`config.mk`:
```
export PLATFORM = sky130hd
export DESIGN_NAME = vga_timing
export DESIGN_NICKNAME = d
export VERILOG_FILES = /design/src/rtl/vga_pkg.sv /design/src/rtl/vga_tick_gen.sv /design/src/rtl/vga_timing.sv
export SDC_FILE = /design/constraint.sdc
export NUM_CORES = 1
export LEC_CHECK = 0
export ABC_AREA = 1
export BUFFER_PORTS_ARGS = -buffer_cell sky130_fd_sc_hd__buf_4
export CAP_MARGIN = 15
export CORE_MARGIN = 2
export CORE_UTILIZATION = 50
export DETAILED_ROUTE_END_ITERATION = 10
export HOLD_SLACK_MARGIN = 0.03
export PLACE_DENSITY = 0.74
export SETUP_SLACK_MARGIN = 0.05
export SLEW_MARGIN = 5
export SYNTH_ARGS = -nofsm -noshare
export SYNTH_HDL_FRONTEND = slang
export SYNTH_SLANG_ARGS = --single-unit
```
`constraint.sdc`:
```
create_clock -name clk -period 3.1 [get_ports clk]
set_input_delay 0.31 -clock clk [delete_from_list [all_inputs] [get_ports clk]]
set_output_delay 0.31 -clock clk [all_outputs]
set_load 0.01 [all_outputs]
```
`src/rtl/vga_pkg.sv`:
```
// vga_pkg: shared constants for the 640x480@60 VGA raster.
//   - DEF_* default timing constants (pixels / lines) and derived totals
//   - CNT_W: width of the hc/vc raster counters
//   - DEF_CLK_DIV: default system clocks per pixel for the divided-clock build
//   - COLOR_*: 12-bit RGB constants used by the downstream pixel driver
//   - in_window(): half-open range test [lo, hi) at counter width
package vga_pkg;

  localparam int unsigned DEF_HPIXELS = 640;
  localparam int unsigned DEF_HFP     = 16;
  localparam int unsigned DEF_HSW     = 96;
  localparam int unsigned DEF_HBP     = 48;
  localparam int unsigned DEF_VPIXELS = 480;
  localparam int unsigned DEF_VFP     = 10;
  localparam int unsigned DEF_VSW     = 2;
  localparam int unsigned DEF_VBP     = 33;
  localparam int unsigned DEF_CLK_DIV = 4;

  localparam int unsigned DEF_HTOTAL = DEF_HPIXELS + DEF_HFP + DEF_HSW + DEF_HBP;
  localparam int unsigned DEF_VTOTAL = DEF_VPIXELS + DEF_VFP + DEF_VSW + DEF_VBP;

  localparam int unsigned CNT_W = 10;
  localparam int unsigned FC_W  = 16;

  localparam logic [11:0] COLOR_BLACK = 12'h000;
  localparam logic [11:0] COLOR_WHITE = 12'hfff;
  localparam logic [11:0] COLOR_RED   = 12'hf00;
  localparam logic [11:0] COLOR_GREEN = 12'h0f0;
  localparam logic [11:0] COLOR_BLUE  = 12'h00f;

  function automatic logic in_window(input logic [CNT_W-1:0] v,
                                     input logic [CNT_W-1:0] lo,
                                     input logic [CNT_W-1:0] hi);
    return (v >= lo) && (v < hi);
  endfunction

endpackage

```
`src/rtl/vga_tick_gen.sv`:
```
// vga_tick_gen: divides clk down to a one-clk-wide pixel enable.
//   clk      in  system clock
//   rst      in  synchronous active-high reset
//   px_tick  out registered enable, high one clk in every CLK_DIV;
//                first high CLK_DIV clocks after rst deasserts
module vga_tick_gen #(
  parameter int unsigned CLK_DIV = 4
) (
  input  logic clk,
  input  logic rst,
  output logic px_tick
);

  localparam int unsigned DW = (CLK_DIV > 1) ? $clog2(CLK_DIV) : 1;
  localparam logic [DW-1:0] DIV_LAST = DW'(CLK_DIV - 1);

  logic [DW-1:0] div;

  always_ff @(posedge clk) begin
    if (rst) begin
      div     <= '0;
      px_tick <= 1'b0;
    end else if (div == DIV_LAST) begin
      div     <= '0;
      px_tick <= 1'b1;
    end else begin
      div     <= div + DW'(1);
      px_tick <= 1'b0;
    end
  end

endmodule

```
`src/rtl/vga_timing.sv`:
```
// vga_timing: 640x480@60 raster timing generator.
//   clk          in   system clock, rising edge
//   rst          in   synchronous active-high reset
//   px_tick      out  pixel-rate enable (one clk wide)
//   hc / vc      out  raster counters, 0..HTOTAL-1 / 0..VTOTAL-1
//   hsync/vsync  out  active-low sync pulses
//   blank        out  high outside the visible area
//   frame_start  out  one-clk pulse after the raster wraps to (0,0)
//   frame_count  out  frames completed since reset, wraps at 16 bits
// Build option: define VGA_CLKDIV_EN to derive px_tick from a CLK_DIV
// divider (vga_tick_gen); otherwise clk is the pixel clock and px_tick
// stays high from the first cycle after reset.
module vga_timing
  import vga_pkg::*;
#(
  parameter int unsigned HPIXELS = DEF_HPIXELS,
  parameter int unsigned HFP     = DEF_HFP,
  parameter int unsigned HSW     = DEF_HSW,
  parameter int unsigned HBP     = DEF_HBP,
  parameter int unsigned VPIXELS = DEF_VPIXELS,
  parameter int unsigned VFP     = DEF_VFP,
  parameter int unsigned VSW     = DEF_VSW,
  parameter int unsigned VBP     = DEF_VBP,
  parameter int unsigned CLK_DIV = DEF_CLK_DIV
) (
  input  logic             clk,
  input  logic             rst,
  output logic             px_tick,
  output logic [CNT_W-1:0] hc,
  output logic [CNT_W-1:0] vc,
  output logic             hsync,
  output logic             vsync,
  output logic             blank,
  output logic             frame_start,
  output logic [FC_W-1:0]  frame_count
);

  localparam int unsigned HTOTAL = HPIXELS + HFP + HSW + HBP;
  localparam int unsigned VTOTAL = VPIXELS + VFP + VSW + VBP;

  localparam logic [CNT_W-1:0] H_VIS    = CNT_W'(HPIXELS);
  localparam logic [CNT_W-1:0] HS_START = CNT_W'(HPIXELS + HFP);
  localparam logic [CNT_W-1:0] HS_END   = CNT_W'(HPIXELS + HFP + HSW);
  localparam logic [CNT_W-1:0] H_LAST   = CNT_W'(HTOTAL - 1);
  localparam logic [CNT_W-1:0] V_VIS    = CNT_W'(VPIXELS);
  localparam logic [CNT_W-1:0] VS_START = CNT_W'(VPIXELS + VFP);
  localparam logic [CNT_W-1:0] VS_END   = CNT_W'(VPIXELS + VFP + VSW);
  localparam logic [CNT_W-1:0] V_LAST   = CNT_W'(VTOTAL - 1);

  if (HTOTAL > (1 << CNT_W) || VTOTAL > (1 << CNT_W) || CLK_DIV < 1) begin : g_bad_params
    $error("vga_timing: raster totals must fit the counters and CLK_DIV must be >= 1");
  end

`ifdef VGA_CLKDIV_EN
  vga_tick_gen #(.CLK_DIV(CLK_DIV)) u_tick_gen (
    .clk     (clk),
    .rst     (rst),
    .px_tick (px_tick)
  );
`else
  always_ff @(posedge clk) begin
    if (rst) px_tick <= 1'b0;
    else     px_tick <= 1'b1;
  end
`endif

  logic [CNT_W-1:0] hc_nxt;
  logic [CNT_W-1:0] vc_nxt;
  logic             frame_wrap;

  always_comb begin
    hc_nxt     = hc;
    vc_nxt     = vc;
    frame_wrap = 1'b0;
    if (px_tick) begin
      if (hc == H_LAST) begin
        hc_nxt = '0;
        if (vc == V_LAST) begin
          vc_nxt     = '0;
          frame_wrap = 1'b1;
        end else begin
          vc_nxt = vc + CNT_W'(1);
        end
      end else begin
        hc_nxt = hc + CNT_W'(1);
      end
    end
  end

  // Sync/blank are decoded from the next counter values so the registered
  // flags line up with the registered hc/vc they describe.
  always_ff @(posedge clk) begin
    if (rst) begin
      hc          <= '0;
      vc          <= '0;
      hsync       <= 1'b1;
      vsync       <= 1'b1;
      blank       <= 1'b0;
      frame_start <= 1'b0;
      frame_count <= '0;
    end else begin
      hc          <= hc_nxt;
      vc          <= vc_nxt;
      hsync       <= !in_window(hc_nxt, HS_START, HS_END);
      vsync       <= !in_window(vc_nxt, VS_START, VS_END);
      blank       <= (hc_nxt >= H_VIS) || (vc_nxt >= V_VIS);
      frame_start <= frame_wrap;
      if (frame_wrap) frame_count <= frame_count + FC_W'(1);
    end
  end

endmodule

```
# --- Word-level counts from Yosys, hierarchy flattened ---
# Index checks and enable logic that the tools add are counted.
totals:
  reg_bits: 41
  inputBits: 2
  output_inout_bits: 41
op_classes:
  addsub: 3
  order_cmp: 6
  eq_ne: 2
  mux: 9
  n_reduce_logical: 5
ops:
  columns: ["op", "count"]
  rows:
  - ["10-bit 2-to-1 mux", 5]
  - ["10-bit by 1-bit adder with 10-bit output (second input constant)", 2]
  - ["10-bit equality test (second input constant)", 2]
  - ["10-bit greater-or-equal comparator (second input constant)", 2]
  - ["10-bit by 9-bit greater-or-equal comparator with 1-bit output (second input constant)", 2]
  - ["16-bit by 1-bit adder with 16-bit output (second input constant)", 1]
  - ["10-bit < comparator (second input constant)", 1]
  - ["10-bit by 9-bit < comparator with 1-bit output (second input constant)", 1]
  - ["1-bit 2-to-1 mux", 4]
  - ["1-bit logical AND", 2]
  - ["1-bit zero test", 2]
  - ["1-bit logical OR", 1]

# --- Longest topological paths before layout ---
# Gate-level depths: netlist of run 1.
depth:
  word_depth: 7
  mapped_depth: 13
  ltp_nobuf: 13

# --- Worst setup path before layout of run 1 ---
# OpenSTA, ideal clock, no wires.
synth_path:
  kind: "reg2reg"
  from: "register hc[0]"
  to: "register frame_count[11]"
  setup_ns: 0.115
  t_arrival_ns: 1.668
  slack_ns: 1.317
  path_stages_with_launch: 13
  n_path_buf: 0
  cell_sequence: "dfxtp_1 ha_1 nand2_1 nor2_4 nand2_4 nor2_8 inv_4 nor2_4 nand2_4 nor3_4 nand4_1 nand2_1 nor2_1"
synth_via:
  elab_chain_cells: 3
synth_rtl:
  columns: ["element", "line", "rtl"]
  rows:
  - ["start, declared", "vga_timing.sv:29", "output logic [CNT_W-1:0] hc,"]
  - ["start signal, assigned", "vga_timing.sv:102", "hc <= hc_nxt;"]
  - ["10-bit equality test", "vga_timing.sv:76", "if (hc == H_LAST) begin"]
  - ["1-bit 2-to-1 mux", "vga_timing.sv:76", null]
  - ["1-bit 2-to-1 mux", "vga_timing.sv:75", "if (px_tick) begin"]
  - ["end signal, assigned", "vga_timing.sv:108", "if (frame_wrap) frame_count <= frame_count + FC_W'(1);"]
  - ["end, declared", "vga_timing.sv:35", "output logic [FC_W-1:0] frame_count"]
# Every way passes these cells.
# A chain may end at the register's enable or synchronous reset.

# --- Worst setup path in the final report of run 1 ---
layout_path:
  from: "register hc[0]"
  to: "register frame_count[12]"
# The elaborated chain is that of the path after synthesis.

==> results.yml, run 1 <==
grt:
  vias_in_the_first_global_route: 1818
  track_usage: 0.203
  wire_length_of_the_first_global_routing_pass_um: 7930
  antenna_violations_before_repair: 0
  grt_max_degree: 19
  gr-total-overflow: 0
yosys:
  synth_edf_count: 0
  ys_async_sr_fraction: 0
  synthesis.area_per_instance_um2: 7.21
  ys_seq_elements: 41
  synth-warning-count: 0
  synth.net_count: 300
  top_count_cell_post_synth: "sky130_fd_sc_hd__nand2_1"
  synth.top_cells.by_count: "sky130_fd_sc_hd__nand2_1, sky130_fd_sc_hd__nor2_1, sky130_fd_sc_hd__dfxtp_1, sky130_fd_sc_hd__inv_1, sky130_fd_sc_hd__a21oi_1"
  synthesis.instances: 294
  netlist-cell-type-count: 32
  synth_largest_type_area_fraction: 0.387
  ys_seq_area_frac: 0.387
  synthDominantAreaCellType: "sky130_fd_sc_hd__dfxtp_1"
  synth.top_cells.by_area: "sky130_fd_sc_hd__dfxtp_1, sky130_fd_sc_hd__nand2_1, sky130_fd_sc_hd__nor2_1, sky130_fd_sc_hd__inv_1, sky130_fd_sc_hd__a21oi_1"
  synth_top_flop_cell: "sky130_fd_sc_hd__dfxtp_1"
  synth.cell_area_um2: 2120
timing:
  layout_min_cycle_time_ns: 1.96
  worst_slew_pin_tran_ns: 0.439
  relative_slew_slack: 0.707
  timing.final.max_slew_violations: 0
  fmaxAchievable_mhz: 511
  hold_ws_ns: 0.334
  timing.clock.skew_ns: 0.00598
  fin_crit_sh: 0.631
  setup_tns_ns: 0
  final-setup-viol-count: 0
  rsz0062_at_grt: "false"
  hold_viol: 0
die:
  die_w_um: 69.1
  io_pins: 43
  die-area_um2: 4770
  core.rowCount: 23
  die_y_um: 69.1
  initial_util: 0.526
  core_area_um2: 4030
detailed_routing:
  drt_wl_total_um: 4630
  drt_drc_violations_left: 0
  drt_first_pass_iters: 4
  drt-wirelength-per-cell_um: 11.9
  drt_iter0_drc: 112
  avgViaCountPerCell: 5.03
  ant_nets: 0
  num_vias: 1963
worst_setup_path:
  crit_top_cell: "sky130_fd_sc_hd__nand2_1"
  worstPathRequired_ns: 3.30
  timing.critical_path.arrival_ns: 2.15
  highest_delay_cell_along_the_critical_path: "sky130_fd_sc_hd__dfxtp_1"
  max_stage_delay_ns: 0.39
  timing.critical_path.from_type: "register"
  timing.critical_path.to_type: "register"
  critical_path_cell_sequence: "ha_1 > nand2_1 > nor2_4 > nand3_1 > nor3_4 > nand4_1 > nor2_1 > nand2_1 > nand2_1 > nor2_1"
  critical_path.max_fanout: 7
  worstSetupPathType: "reg -> reg"
clocking:
  h_tree_level_count: 2
  clk_transition_reported_paths_ns: 0.08
  cts_tree: "yes"
  cts.repair.resized: 0
  clockRootBuffer: "sky130_fd_sc_hd__clkbuf_8"
  ctsLongestPathBuffers: 2
  clock_insertion_delay_worst_skew_ns: 0.29
  tritoncts_num_sinks: 41
  post_cts_hold_buffer_count: 0
  tritoncts.num_buffers: 5
  postCtsSetupRepairBufs: 0
placement:
  place_inst: 382
  dpl-instance-area_um2: 2470
  place.detailed.hpwl_um: 3540
  placement.io_buffers: 42
  gp_routability_congestion: 0.857
final_layout:
  fillers: 378
  syn2layout_area_growth_pct: 20.5
  finish.instance_area_um2: 2550
  drive_above_1_share: 0.188
  diodes: 0
  finalNonFillerCells: 390
  num-nets-final: 345
run:
  maxCapViolCount: 0
run_status:
  status: "completed"
power_and_ir_drop:
  p_per_area_nw_per_um2: 354
  power.total_w: 0.000903
  power.leakage_nw: 1.09
  worst_ir_drop_on_vdd_mv: 0.305
worst_hold_path:
  timing.hold.worst.class: "in -> reg"
==> registers in the layout, indices dropped and copies added (netlist names) <==
signal and count:
blank 1, frame_count 16, frame_start 1, hc 10, hsync 1, px_tick 1, vc 10, vsync 1
==> worst max-delay path, delay by kind of cell (launching register included) <==
family / cells / cell delay (ns)
simple gates: 9 / 1.27
flops: 1 / 0.39
fa+ha+maj: 1 / 0.19
==> layout by cell type, fill, tap and decap left out, drive strengths merged <==
master,n
clkbuf,8
nor2,49
dfxtp,41
and2,1
a31oi,1
nand2,65
xnor2,4
a211oi,1
nand3,14
inv,44
buf,42
nor3b,2
nand4,11
o21ai,7
ha,4
nor4,2
a21oi,16
o21a,2
xor2,6
o21bai,5
nor3,15
==> power breakdown <==
part	switching (W)	internal, W
Sequential	0.00000533	0.000530
Clock	0.000175	0.000160
Combinational	0.0000207	0.0000121
==> kinds of logic (layout without fill, tap and decap cells) <==
kind of cell,count (synthesis),in the layout,share of synthesized area
fa+ha+maj,4,4,0.0236
simple gates,159,159,0.368
flops,41,41,0.387
buf+inv,48,94,0.0939
xor+xnor,10,10,0.0413
compound gates,32,32,0.0856
==> worst paths after layout <==
path	cells past startpoint	startpoint	slack, ns	endpoint
max	10	hc[0]	1.14	frame_count[12]
min	2	rst	0.33	frame_count[15]
max reg2reg	10	hc[0]	1.14	frame_count[12]
min reg2reg	2	frame_count[15]	0.50	frame_count[15]
==> layout make-up <==
type	count	area, um2	area share
timing repair buffer	42	315	0.124
sequential	41	821	0.322
multi-input combinational	205	1100	0.430
clock buffer	8	80.1	0.0314
inverter	44	175	0.0686
tap	50	62.6	0.0245
==> stage by stage <==
| stage | setup WS [ns] | utilization |
|---|---|---|
| after floorplan | 1.32 | - |
| after global placement | 1.18 | 0.614 |
| after detailed placement | 1.16 | 0.614 |
| after CTS | 1.13 | 0.634 |
| after global routing | 0.866 | 0.634 |
| final | 1.14 | 0.634 |
==> metal layers <==
metal	GRT usage	up-vias	share of wire
met5	0	-	0
met1	0.273	879	0.47
li1	-	1026	-
met3	0.0380	7	0.058
met2	0.324	51	0.46
met4	0.0763	0	0.015
No activity file was read; power rests on OpenSTA's default activity.
==> run 2, diff against run 1 <==
==> constraint.sdc (replaced) <==
create_clock -name clk -period 1.95 [get_ports clk]
set_input_delay 0.195 -clock clk [delete_from_list [all_inputs] [get_ports clk]]
set_output_delay 0.195 -clock clk [all_outputs]
set_load 0.01 [all_outputs]
==> run 2 against run 1 <==
Worst setup slack lost 1.0 ns; fmax grew 7.6%; die area is the same; power grew 71%; first-iteration DRC count shrank 4.5%; core utilization grew 4.0 points; routed wire length grew 8.1%; global-route usage grew 0.99 points; cell count grew 3.3%; critical path type unchanged.
==> results.yml, run 2 (synthesis gave the netlist of run 1 again) <==
power_and_ir_drop:
  worst_ir_drop_on_vdd_mv: 0.388
  p_sw_frac: 0.225
  pwr-share-comb: 0.046
  power.sequential.fraction: 0.552
  power_spent_charging_and_discharging_nets_w: 0.000347
  p_per_area_nw_per_um2: 568
  power.leakage_nw: 1.18
  cell_internal_pwr_w: 0.00120
  power.clock.fraction: 0.402
detailed_routing:
  drt_first_pass_iters: 5
  drt_iter0_drc: 107
  drt_drc_violations_left: 0
  num_vias: 2035
  drt-wirelength-per-cell_um: 12.4
  avgViaCountPerCell: 5.05
  ant_nets: 0
  drt_wl_total_um: 5010
worst_setup_path:
  timing.critical_path.from_type: "register"
  timing.critical_path.arrival_ns: 2.01
  critPathLaunch: "hc[0]"
  worstPathRequired_ns: 2.14
  timing.critical_path.to_type: "register"
  worstSetupPathType: "reg -> reg"
  worst_r2r_startpoint: "hc[0]"
  critical_path.max_fanout: 6
placement:
  place.detailed.hpwl_um: 3810
  place_inst: 390
  dpl_worst_slack_ns: 0.0968
  placement.io_buffers: 42
  gp_routability_congestion: 0.868
clocking:
  post_cts_hold_buffer_count: 0
  tritoncts_num_sinks: 41
  h_tree_level_count: 2
  ctsLongestPathBuffers: 2
  tritoncts.num_buffers: 5
  cts_tree: "yes"
  clockRootBuffer: "sky130_fd_sc_hd__clkbuf_8"
  clock_insertion_delay_worst_skew_ns: 0.30
  clk_transition_reported_paths_ns: 0.08
final_layout:
  num-nets-final: 358
  final_cell_mix: "sky130_fd_sc_hd__nand2_1, sky130_fd_sc_hd__buf_4, sky130_fd_sc_hd__nor2_1, sky130_fd_sc_hd__inv_1, sky130_fd_sc_hd__dfxtp_1"
  diodes: 0
  finalNonFillerCells: 403
  layout_commonest_cell: "sky130_fd_sc_hd__nand2_1"
  syn2layout_area_growth_pct: 28.1
  largest_register_ffs: 16
  top_regs: "frame_count x16, hc x10, vc x10"
  drive_above_1_share: 0.252
  top_register: "frame_count"
timing:
  minimum_setup_slack_in_the_final_design_ns: 0.133
  worst_slew_pin_tran_ns: 0.388
  hold_ws_ns: 0.109
  relative_slew_slack: 0.739
  timing.clock.skew_ns: 0.0105
  hold_viol: 0
  fin_crit_sh: 0.932
  final-setup-viol-count: 0
  rsz0062_at_grt: "true"
  timing.final.max_slew_violations: 0
  layout_min_cycle_time_ns: 1.82
  fmaxAchievable_mhz: 550
grt:
  track_usage: 0.213
  grt_max_degree: 14
  gr-total-overflow: 0
  vias_in_the_first_global_route: 1845
  wire_length_of_the_first_global_routing_pass_um: 8250
  antenna_violations_before_repair: 0
die:
  die_y_um: 69.1
  die_w_um: 69.1
  io_pins: 43
  initial_util: 0.526
  die-area_um2: 4770
  core.rowCount: 23
  core_area_um2: 4030
run_status:
  status: "completed"
worst_hold_path:
  hold_path.startpoint: "rst"
  timing.hold.worst.class: "in -> reg"
run:
  maxCapViolCount: 0
[run 2: cell count changes in the layout (fill, tap and decap cells not counted), sizes merged]
cell	previous run	this run
buf	42	55
clkbuf	8	7
clkinv	0	1
[run 2: per-layer routing]
metal	GRT usage	vias up	share of wire
li1	-	1064	-
met1	0.268	913	0.45
met2	0.359	49	0.48
met3	0.0453	9	0.048
met4	0.0763	0	0.015
met5	0	-	0
[run 2: worst paths after layout]
path	end	depth (start not counted)	slack, ns
min reg2reg	frame_count[15]	2	0.50
max	frame_count[11]	12	0.13
max reg2reg	frame_count[11]	12	0.13
min	vc[6]	2	0.11
[run 2: timing repair]
item | 4_1_cts | 5_1_grt
gates resized for setup | 0 | 11
setup endpoints to repair | 0 | 13
setup buffers | 0 | 5
endpoints found under the hold margin | 0 | 0
[run 2: power by group through the flow]
stage	combinational [W]	clock (W)	sequential, W
after floorplan	0.0000376	0	0.000870
after CTS	0.0000676	0.000630	0.000848
final	0.0000715	0.000620	0.000851
after detailed placement	0.0000674	0	0.000868
after global placement	0.0000666	0	0.000867
after global routing	0.0000800	0.000659	0.000851
[run 2: cell type report]
type | instances | area, um2
Fill cell | 358 | 1320
Multi-Input combinational cell | 205 | 1140
Sequential cell | 41 | 823
Timing Repair Buffer | 55 | 413
Inverter | 44 | 175
Clock buffer | 7 | 96.3
Tap cell | 50 | 62.6
Clock inverter | 1 | 5.00
[run 2: critical path, stage by stage, from the launching register on]
cell and delay (ns):
sky130_fd_sc_hd__dfxtp_2 0.36, sky130_fd_sc_hd__ha_4 0.14, sky130_fd_sc_hd__nand2_2 0.07, sky130_fd_sc_hd__nor2_4 0.14
sky130_fd_sc_hd__nand2_4 0.09, sky130_fd_sc_hd__nor2_8 0.17, sky130_fd_sc_hd__inv_4 0.05, sky130_fd_sc_hd__nor2_4 0.12
sky130_fd_sc_hd__nand2_4 0.08, sky130_fd_sc_hd__nor3_4 0.26, sky130_fd_sc_hd__nand4_1 0.12, sky130_fd_sc_hd__nand2_1 0.07
sky130_fd_sc_hd__nor2_1 0.04
[run 2: per-stage QoR]
step | TNS [ns] | total power, W | cell area (um2) | utilization
CTS | 0 | 0.00155 | 2630 | 0.654
detailed placement | 0 | 0.000935 | 2530 | 0.629
global placement | 0 | 0.000934 | 2530 | 0.629
floorplan | 0 | 0.000907 | 2120 | -
finish | 0 | 0.00154 | 2710 | 0.673
global route | -0.0297 | 0.00159 | 2710 | 0.673
